===== src/rtl/fifo_pkt_reader.sv =====
// fifo_pkt_reader: read-side packet engine for the async FIFO (read clock domain).
// Pops words from the FIFO, strips the length header of each packet and streams
// the payload downstream (valid/ready, sop/eop) through a 2-entry output buffer.
// Optional feature: define FIFO_RD_STATS_EN to add the stall_count output.
module fifo_pkt_reader #(
    parameter int DATA_WIDTH = 32,
    parameter int LEN_WIDTH  = 9,
    parameter int CNT_WIDTH  = 16
) (
    input  logic                  r_clk,
    input  logic                  rrst,
    input  logic                  enable,
    input  logic                  fifo_empty,
    input  logic [DATA_WIDTH-1:0] fifo_rdata,
    output logic                  rd_req,
    output logic                  m_valid,
    input  logic                  m_ready,
    output logic [DATA_WIDTH-1:0] m_data,
    output logic                  m_sop,
    output logic                  m_eop,
    output logic                  busy,
    output logic [CNT_WIDTH-1:0]  pkt_count,
    output logic                  zero_len_err
`ifdef FIFO_RD_STATS_EN
    ,
    output logic [CNT_WIDTH-1:0]  stall_count
`endif
);

    typedef enum logic [1:0] {S_IDLE, S_HDR, S_PAYLOAD} state_t;

    state_t                r_state;
    state_t                w_next_state;
    logic                  r_inflight;      // a popped word appears on fifo_rdata this cycle
    logic [LEN_WIDTH-1:0]  r_len;
    logic [LEN_WIDTH-1:0]  r_rem_issue;
    logic [LEN_WIDTH-1:0]  r_rem_recv;

    logic [DATA_WIDTH-1:0] r_buf_data [2];
    logic [1:0]            r_buf_sop;
    logic [1:0]            r_buf_eop;
    logic                  r_rd_ptr;
    logic                  r_wr_ptr;
    logic [1:0]            r_occ;

    logic [LEN_WIDTH-1:0]  w_len;
    logic                  w_deq;
    logic                  w_hdr_ret;
    logic                  w_pl_ret;
    logic [1:0]            w_occ_after;
    logic                  w_credit;
    logic                  w_pop_ok;

    assign w_len       = fifo_rdata[LEN_WIDTH-1:0];
    assign w_deq       = m_valid & m_ready;
    assign w_hdr_ret   = (r_state == S_HDR) && r_inflight;
    assign w_pl_ret    = (r_state == S_PAYLOAD) && r_inflight;
    // The word leaving this cycle frees its slot, which is what sustains 1 word/cycle.
    assign w_occ_after = r_occ - {1'b0, w_deq};
    // A returning header never occupies the buffer, so only payload in flight takes credit.
    assign w_credit    = (w_occ_after + {1'b0, w_pl_ret}) < 2'd2;
    assign w_pop_ok    = !rrst && !fifo_empty && w_credit;

    assign m_valid = (r_occ != 2'd0);
    assign m_data  = r_buf_data[r_rd_ptr];
    assign m_sop   = r_buf_sop[r_rd_ptr];
    assign m_eop   = r_buf_eop[r_rd_ptr];
    assign busy    = (r_state != S_IDLE) || (r_occ != 2'd0);

    // State register.
    always_ff @(posedge r_clk) begin
        // NOTE: sequential state uses non-blocking assignments so every register samples pre-edge values.
        if (rrst) r_state <= S_IDLE;
        else      r_state <= w_next_state;
    end

    // Next-state: enable is only consulted at packet boundaries.
    always_comb begin
        // NOTE: default first so no path leaves the signal unassigned (no latch).
        w_next_state = r_state;
        case (r_state)
            S_IDLE:    if (enable) w_next_state = S_HDR;
            S_HDR: begin
                if (r_inflight) begin
                    if (w_len == '0) w_next_state = enable ? S_HDR : S_IDLE;
                    else             w_next_state = S_PAYLOAD;
                end
            end
            S_PAYLOAD: begin
                if (r_inflight && (r_rem_recv == LEN_WIDTH'(1)))
                    w_next_state = enable ? S_HDR : S_IDLE;
            end
            default:   w_next_state = S_IDLE;
        endcase
    end

    // Pop request: one header pop, then payload pops; the first payload pop is
    // issued in the same cycle the header returns to save a bubble.
    always_comb begin
        rd_req = 1'b0;
        case (r_state)
            S_HDR:     rd_req = w_pop_ok && (!r_inflight || (w_len != '0));
            S_PAYLOAD: rd_req = w_pop_ok && (r_rem_issue != '0);
            default:   rd_req = 1'b0;
        endcase
    end

    // Packet bookkeeping: in-flight flag, remaining counts, packet counter, error flag.
    always_ff @(posedge r_clk) begin
        if (rrst) begin
            r_inflight   <= 1'b0;
            r_len        <= '0;
            r_rem_issue  <= '0;
            r_rem_recv   <= '0;
            pkt_count    <= '0;
            zero_len_err <= 1'b0;
        end else begin
            r_inflight <= rd_req;
            if (w_hdr_ret) begin
                if (w_len == '0) begin
                    zero_len_err <= 1'b1;
                end else begin
                    r_len       <= w_len;
                    r_rem_recv  <= w_len;
                    r_rem_issue <= w_len - LEN_WIDTH'(rd_req);
                end
            end
            if (w_pl_ret)
                r_rem_recv <= r_rem_recv - LEN_WIDTH'(1);
            if ((r_state == S_PAYLOAD) && rd_req)
                r_rem_issue <= r_rem_issue - LEN_WIDTH'(1);
            if (w_deq && m_eop)
                pkt_count <= pkt_count + CNT_WIDTH'(1);
        end
    end

    // Two-entry output buffer, FIFO ordered; returning payload words always have a slot.
    always_ff @(posedge r_clk) begin
        if (rrst) begin
            // NOTE: buffer storage is reset because m_data reads it directly and must be 0 after reset.
            r_buf_data[0] <= '0;
            r_buf_data[1] <= '0;
            r_buf_sop     <= '0;
            r_buf_eop     <= '0;
            r_rd_ptr      <= 1'b0;
            r_wr_ptr      <= 1'b0;
            r_occ         <= 2'd0;
        end else begin
            if (w_pl_ret) begin
                r_buf_data[r_wr_ptr] <= fifo_rdata;
                r_buf_sop[r_wr_ptr]  <= (r_rem_recv == r_len);
                r_buf_eop[r_wr_ptr]  <= (r_rem_recv == LEN_WIDTH'(1));
                r_wr_ptr             <= ~r_wr_ptr;
            end
            if (w_deq)
                r_rd_ptr <= ~r_rd_ptr;
            r_occ <= r_occ + {1'b0, w_pl_ret} - {1'b0, w_deq};
        end
    end

`ifdef FIFO_RD_STATS_EN
    logic w_stall;
    assign w_stall = (m_valid && !m_ready) ||
                     ((r_state == S_PAYLOAD) && (r_rem_issue != '0) && w_credit && fifo_empty);

    // Stall counter: downstream backpressure or payload starved by an empty FIFO.
    always_ff @(posedge r_clk) begin
        if (rrst)         stall_count <= '0;
        else if (w_stall) stall_count <= stall_count + CNT_WIDTH'(1);
    end
`endif

endmodule


===== config.mk =====
export PLATFORM = sky130hd
export DESIGN_NAME = fifo_pkt_reader
export DESIGN_NICKNAME = d
export VERILOG_FILES = /design/src/rtl/fifo_pkt_reader.sv
export SDC_FILE = /design/constraint.sdc
export NUM_CORES = 1
export LEC_CHECK = 0
export CAP_MARGIN = 20
export CORE_MARGIN = 2
export CORE_UTILIZATION = 35
export CTS_CLUSTER_DIAMETER = 200
export DETAILED_ROUTE_END_ITERATION = 10
export HOLD_SLACK_MARGIN = 0.02
export SLEW_MARGIN = 20
export SYNTH_ARGS = -nofsm -noshare
export SYNTH_HDL_FRONTEND = slang
export SYNTH_SLANG_ARGS = --single-unit

===== constraint.sdc =====
create_clock -name r_clk -period 7.14 [get_ports r_clk]
set_clock_uncertainty 0.05 [all_clocks]
set_input_delay 1.428 -clock r_clk [delete_from_list [all_inputs] [get_ports r_clk]]
set_output_delay 1.428 -clock r_clk [all_outputs]
set_load 0.05 [all_outputs]

# == Yosys cells after proc, flatten, opt, wreduce, memory -nomap -nowiden ==
# Memories as Yosys holds them, arrays and structs flattened. A register that Yosys moved wholly into a read port is not among the register bits.
# Index checks and enable logic that the tools add are counted.
# classes
n_bitwise,4
add_sub_neg,8
n_eq_ne,9
reduce_logical,29
muxes,31
n_lt_le_gt_ge,4
# ops
op,n
2-to-1 mux 9 bit,6
2-to-1 mux 32 bit,1
OR reduction 32 bit,1
nonzero test 9 bit,2
"subtractor 9 x 1 -> 9 bit, second input constant",2
"adder 16 x 1 -> 16 bit, second input constant",1
2-to-1 mux 1 bit,15
logical AND 1 bit,10
"equality test 9 x 1 -> 1 bit, second input constant",1
equality test 9 bit,1
zero test 9 bit,1
subtractor 9 x 1 -> 9 bit,1
2-to-1 mux 2 bit,4
AND reduction 2 bit,4
nonzero test 2 bit,4
"!= test 2 bit, second input constant",3
case mux 2 bit (3 select lines),1
adder 2 x 1 -> 2 bit,2
bitwise mux 2 bit,2
"less-than comparator 1 x 2 -> 1 bit, second input constant",2
"!= test 2 x 1 -> 1 bit, second input constant",2
subtractor 2 x 1 -> 2 bit,2
zero test 1 bit,3
inverter 1 bit,3
other kinds (10),11
# word_totals
memories,1
word_cells,98
ff_bits,55
mem_bits_rw,64
in_bits,37
# memory_table
name,depth,width,rd,rd_clocked_by_memory_dff,write_ports,line,source
r_buf_data,2,32,1,1,2,39,logic [DATA_WIDTH-1:0] r_buf_data [2];

# == Depth between registers and ports, before layout ==
# Gate-level depths: netlist of the first run.
# logic_depth
ltp_word,12
mapped_depth,20

# == Worst setup path before layout of the first run ==
# OpenSTA, ideal clock, no wires.
# synth_path
kind,input to register
from,in m_ready
to,reg r_rem_issue[8]
path_slack_ps,1678
n_path_buf,1
setup_ps,119
stages,16
t_arrival_ps,5294
required_ps,6971
path_cell_list,o21ai_1 > inv_1 > ha_1 > inv_1 > ha_1 > xor3_1 > or3_1 > buf_2 > a21oi_1 > ha_1 > ha_1 > nand2b_1 > nor4_1 > nor3b_1 > xor2_1 > o221a_1
# synth_between
elab_chain_cells,11
elab_cells_between_ends,16
# synth_rtl
item,line,source
from (decl),17,"input logic m_ready,"
bitwise AND 1 bit (*),55,assign w_deq = m_valid & m_ready;
net w_deq,47,logic w_deq;
subtractor 2 x 1 -> 2 bit (*),59,"assign w_occ_after = r_occ - {1'b0, w_deq};"
adder 2 x 1 -> 2 bit (*),61,"assign w_credit = (w_occ_after + {1'b0, w_pl_ret}) < 2'd2;"
less-than comparator 2 bit (*),61,
logical AND 1 bit (*),62,assign w_pop_ok = !rrst && !fifo_empty && w_credit;
"logical AND 1 bit, on equally long branches","103, 102",
case mux 1 bit (2 select lines) (*),101,case (r_state)
net rd_req,15,"output logic rd_req,"
subtractor 9 x 1 -> 9 bit,125,r_rem_issue <= w_len - LEN_WIDTH'(rd_req);
2-to-1 mux 9 bit,120,if (w_len == '0) begin
2-to-1 mux 9 bit,119,if (w_hdr_ret) begin
2-to-1 mux 9 bit,130,if ((r_state == S_PAYLOAD) && rd_req)
to (signal assigned),125,
to (signal assigned),131,r_rem_issue <= r_rem_issue - LEN_WIDTH'(1);
to (decl),36,logic [LEN_WIDTH-1:0] r_rem_issue;
# Mark *: on every way through the listed nets, which the timed path passes. The rest lies on a longest branch. The select of a mux whose other input is x is not followed.
# A chain may end at the register's enable or synchronous reset.

# == Final worst setup path of the first run ==
# layout_path
from,in m_ready
to,out rd_req
# layout_between
elab_chain_cells,7
elab_cells_between_ends,8
# layout_rtl
item,line
bitwise AND 1 bit (*),55
net w_deq,47
subtractor 2 x 1 -> 2 bit (*),59
adder 2 x 1 -> 2 bit (*),61
less-than comparator 2 bit (*),61
logical AND 1 bit (*),62
"logical AND 1 bit, on equally long branches","103, 102"
case mux 1 bit (2 select lines) (*),101
to (decl),15
# Mark *: on every way through the listed nets, which the timed path passes. The rest lies on a longest branch.

==> results.md, run 1 <==
* Sequential area share after synthesis at 52.7%
* First-pass detailed-route iteration total at 5
* Register area at 0.00304 mm2
* PwrDens at 302 mW/mm2
* Worst EP arrival at 4.76 ns
* EDFF count, synth at 64
* FFs w/ async S/R, synth at 0%
* Post-CTS resize count at 0
* Post-DP HPWL at 8.79 mm
* RSZ-0062 raised after global routing: no
* Initial antenna violation count at 0
* Worst-Margin Slew at 0.974 ns
* CTS H-tree lvls at 4
* Setup violators final at 0
* Layout Nets at 672
* Cell taking the most area after synthesis: edfxtp_1
* FP Rows at 46
* Worst slew margin at 34.9%
* Die width at 133 um
* Worst skew pair latency at 0.41 ns
* Layout cells sized above 1 at 12.4%
* Fillers at 1536
* Final Cycle Share at 87.3%
* Placed cells at 819
* Synthesized instance count at 535
* Synth top area cells: edfxtp_1, dfxtp_1, mux2_2, and2_1, nand2_1
* N_diodes at 0
* Final Hold Fails at 0
* CTS tree: yes
* Vias in the first global route at 4343
* Multi-input logic area at 0.00255 mm2
* # IOs at 91
* Yosys cell types at 64
* Fin util at 46.6%
* Largest net degree at the start of global routing at 60
* Critical path class: input pin to primary output
* Sw Share at 31.3%
* #FFs+latches synth at 120
* Worst min path class: register to register
* Final non-filler cell total at 851
* GP Congestion at 0.889
* Initial core utilization at 36.1%
* Max Cap Viol at 0
* Clock power frac at 36.4%
* CTS root buffer: clkbuf_16
* Max IR drop VDD at 0.293 mV
* I/O Buffers at 90
* Outcome: finished clean
* Core box area at 0.0160 mm2
* Sinks on Clock Net at 120
* Most frequent cells after synthesis: edfxtp_1, and2_1, dfxtp_1, nand2_1, nor2_1
* Final Critical Period at 6.23 ns
* Lkg Pwr at 2.75 nW
* CTS Buf Count at 17
* CTS Hold Bufs at 0
* CP Data Required Time at 5.66 ns
* Crit-path max FO at 7
* Peak Freq at 160 MHz
* Syn avg cell area at 10.8 um2
* Max clock buf depth at 2
* Comb pwr share at 28.3%
* Endpoint class of the critical path: primary output
* Switching power at 0.000706 W
* DR vias/cell at 4.99
* Post CTS Setup Buffer Count at 0
* Yosys top cell area share at 33.3%
* Warnings, synthesis at 0
* Final Slew Violations at 0
* DRC Markers at 0
* Final ANT Viol Nets at 0
* Reg clk slew, reported paths at 0.05 ns
* P_int at 0.00155 W
* Crit start category: input pin
* Area Overhead vs Synth at 28.9%
* Die height at 133 um
* Grt ovf at 0
* Sequential power share at 35.3%
* Fin Setup TNS at 0 ns
* Cell Area, Synth at 0.00578 mm2
* Global Route Usage Sum at 15.8%
* WL per Instance at 15.6 um
* First-pass GRT wire length at 22.1 mm
* First DRT Iteration DRCs at 281
* Die area at 0.0176 mm2
* Syn Nets at 585
* Top-count cell post-synth: edfxtp_1
* Top FF cell, synth: edfxtp_1
* Vias at 4246
* Drt total wl at 13.3 mm
sequential cells by signal (all words and copies together), names as in the netlist, named ones only:
name and count:
pkt_count 16, r_buf_data 64, r_buf_eop 2, r_buf_sop 2
r_inflight 1, r_len 9, r_occ 2, r_rd_ptr 1
r_rem_issue 9, r_rem_recv 9, r_state 2, r_wr_ptr 1
zero_len_err 1
final timing paths:
kind,from,to,slack [ns],cells after the start
worst max register to register,r_state[0],r_rem_issue[8],2.30,17
worst max-delay path,m_ready,rd_req,0.91,10
worst min register to register,r_len[1],r_len[1],0.42,2
worst min-delay path,r_len[1],r_len[1],0.42,2
cell type report:
class,count,share of cell area (%)
inverter,22,1.11
sequential,120,40.8
timing repair buffer,95,12.6
multi-input combinational,366,34.2
tap,216,3.63
clock buffer,28,6.67
clock inverter,4,0.941
cell usage in the layout, fill, tap and decap left out, types with 21 or more instances in the layout:
cell type,netlist,layout
clkdlybuf4s50_1,0,89
nor2_1,38,38
dfxtp_1,56,56
mux2_2,33,33
inv_1,21,21
a21oi_1,26,26
edfxtp_1,64,64
and2_1,59,59
nand2_1,48,48
power groups by stage:
| stage | Clock, W | Combinational (W) | Sequential, W |
|---|---|---|---|
| final | 0.000820 | 0.000638 | 0.000795 |
| after global routing | 0.000864 | 0.000683 | 0.000799 |
| after CTS | 0.000839 | 0.000643 | 0.000794 |
| after detailed placement | 0 | 0.000639 | 0.000808 |
| after global placement | 0 | 0.000636 | 0.000805 |
| after floorplan | 0 | 0.000456 | 0.000798 |
critical path, cell delays in order:
cell and delay (ns):
clkdlybuf4s50_1 0.43, o21ai_1 0.26, inv_1 0.09, ha_1 0.30, inv_1 0.06, ha_1 0.14
xor3_1 0.45, or3_1 0.50, a21oi_1 0.25, clkdlybuf4s50_1 0.85
layer usage:
metal	vias to the layer above	global-route usage (%)	routed length, um
met1	2055	20.1	6120
met5	-	0	0
met2	111	25.4	6340
met4	0	6.87	180
met3	13	4.21	670
li1	2067	-	-
cell families after synthesis:
logic type | Yosys count | share of synthesized area [%]
muxes | 36 | 6.95
DFF | 120 | 52.7
and+or+nand+nor | 206 | 19.3
xor gates and xnor gates | 33 | 5.26
adders and majority gates | 13 | 2.81
buffers and inverters | 49 | 3.38
AOI/OAI and AO/OA | 78 | 9.63
per-stage QoR:
stage,setup WS (ns),total power (W),hold WS (ns),instance area [um2]
2_1_floorplan,1.68,0.00125,0.374,5780
3_3_place_gp,0.962,0.00144,0.407,6880
3_5_place_dp,0.920,0.00145,0.415,6880
4_1_cts,0.888,0.00228,0.421,7450
5_1_grt,0.708,0.00235,0.438,7450
6_report,0.906,0.00225,0.418,7450
Note: power is estimated with default switching activity, not from simulation.
==> inputs of run 2 (changes only) <==
--- a/config.mk
+++ b/config.mk
@@ -11,6 +11,8 @@
 export CTS_CLUSTER_DIAMETER = 200
 export DETAILED_ROUTE_END_ITERATION = 10
 export HOLD_SLACK_MARGIN = 0.02
+export PLACE_DENSITY_LB_ADDON = 0.3
+export SETUP_SLACK_MARGIN = 0.1
 export SLEW_MARGIN = 20
 export SYNTH_ARGS = -nofsm -noshare
 export SYNTH_HDL_FRONTEND = slang
==> results.md, run 2 (synthesis results as in run 1) <==
* Final Slew Violations at 0
* Post-route cell area at 0.00754 mm2
* Critical path depth in cells at 10
* Worst-case reg-to-reg path depth at 17
* Outcome: finished clean
* CTS root buffer: clkbuf_16
* Bufs and invs on worst path at 4
* GP Congestion at 0.881
* WHS Path Cells at 2
* Post-DP Area at 0.00688 mm2
* Endpoint class of the critical path: primary output
* Die width at 133 um
* CTS Buf Count at 17
* Most frequent cells in the layout: clkdlybuf4s50_1, edfxtp_1, and2_1
* First DRT Iteration DRCs at 262
* Worst-Margin Slew at 0.972 ns
* R2r setup slk at 2.27 ns
* First-pass GRT wire length at 21.4 mm
* CP max stage delay at 0.85 ns
* Setup violators final at 0
* Post CTS Setup Buffer Count at 0
* Die height at 133 um
* Comb pwr share at 26.7%
* Critical path class: input pin to primary output
* FP Rows at 46
* CP cell instances: clkdlybuf4s50_1 -> o21ai_1 -> inv_1 -> ha_1 -> inv_1 -> ha_1 -> xor3_1 -> or3_1 -> a21oi_1 -> clkdlybuf4s50_1
* Reg clk slew, reported paths at 0.05 ns
* Final Cycle Share at 86.9%
* Switching power at 0.000722 W
* Core box area at 0.0160 mm2
* Layout Nets at 672
* Crit-path max FO at 7
* Register area at 0.00304 mm2
* CTS H-tree lvls at 4
* DRC Markers at 0
* Sw Share at 30.4%
* Drt total wl at 13.0 mm
* Vias at 4181
* Crit start category: input pin
* Clock power frac at 39.9%
* Multi-input logic area at 0.00255 mm2
* Sinks on Clock Net at 120
* Max FFs per register at 64
* Final ANT Viol Nets at 0
* I/O Buffers at 90
* Worst setup margin at 0.934 ns
* Initial core utilization at 36.1%
* P_int at 0.00165 W
* PwrDens at 315 mW/mm2
* DR vias/cell at 4.91
* Sequential power share at 33.4%
* Largest net degree at the start of global routing at 60
* Layout cells sized above 1 at 13.2%
* CP Data Required Time at 5.66 ns
* Largest registers: r_buf_data x64, pkt_count x16
* Worst hold slack at 0.417 ns
* Initial antenna violation count at 0
* Peak Freq at 161 MHz
* Largest delay share family, worst path: buffers and inverters
* Fillers at 1495
* CTS tree: yes
* Fin Setup TNS at 0 ns
* Area Overhead vs Synth at 30.5%
* Pre-CTS setup slack at 0.924 ns
* CTS Hold Bufs at 0
* Max IR drop VDD at 0.391 mV
* Global Route Usage Sum at 15.3%
* Commonest non-fill, non-tap cell in the layout: clkdlybuf4s50_1
* Post-DP HPWL at 8.59 mm
* Vias in the first global route at 4192
* # IOs at 91
* Register bank with the most flops: r_buf_data
* Max Cap Viol at 0
* Worst min path class: register to register
* Final Critical Period at 6.21 ns
* Lkg Pwr at 2.78 nW
* Worst skew pair latency at 0.41 ns
* Worst EP arrival at 4.73 ns
* Max clock buf depth at 2
* Worst slew margin at 35.0%
* RSZ-0062 raised after global routing: no
* Crit path max-delay cell type: clkdlybuf4s50_1
* WL per Instance at 15.3 um
* N_diodes at 0
* Grt ovf at 0
* Final Hold Fails at 0
* Post-CTS resize count at 0
* First-pass detailed-route iteration total at 4
* Die area at 0.0176 mm2
run 2: final timing paths:
check	from	to
setup reg to reg	r_state[0]	r_rem_issue[8]
hold reg to reg	r_len[8]	r_len[8]
setup / recovery	m_ready	rd_req
hold / removal	r_len[8]	r_len[8]
run 2: per-layer routing:
| layer | global-route usage, % | share of wire [%] | vias up |
|---|---|---|---|
| met5 | 0 | 0 | - |
| met4 | 5.97 | 1.6 | 0 |
| met3 | 3.56 | 4.5 | 17 |
| met2 | 25.0 | 48 | 103 |
| met1 | 19.7 | 46 | 1987 |
| li1 | - | - | 2074 |
run 2: final cells by class:
class / count / share of cell area (%)
clock inverters: 15 / 3.07
flip-flops and latches: 120 / 40.4
multi-input cells: 366 / 33.8
clock buffers: 17 / 5.64
repair buffers: 95 / 12.4
well taps: 216 / 3.58
inverters: 22 / 1.10
run 2: metrics by stage:
step	instances	utilization (%)	power [W]
floorplan	535	-	0.00125
global placement	819	43.0	0.00144
detailed placement	819	43.0	0.00145
CTS	851	47.1	0.00240
global route	851	47.1	0.00247
finish	851	47.1	0.00238
run 2: worst min-delay path, stage by stage, from the launching register on:
cell and delay [ns]:
dfxtp_1 0.31, nand2_1 0.05, a21oi_1 0.05
run 2: power groups by stage:
| stage | registers (W) | logic (W) | clock network [W] |
|---|---|---|---|
| 6_report | 0.000794 | 0.000634 | 0.000948 |
| 5_1_grt | 0.000798 | 0.000676 | 0.000993 |
| 4_1_cts | 0.000794 | 0.000641 | 0.000965 |
| 3_5_place_dp | 0.000807 | 0.000638 | 0 |
| 3_3_place_gp | 0.000805 | 0.000635 | 0 |
| 2_1_floorplan | 0.000798 | 0.000456 | 0 |
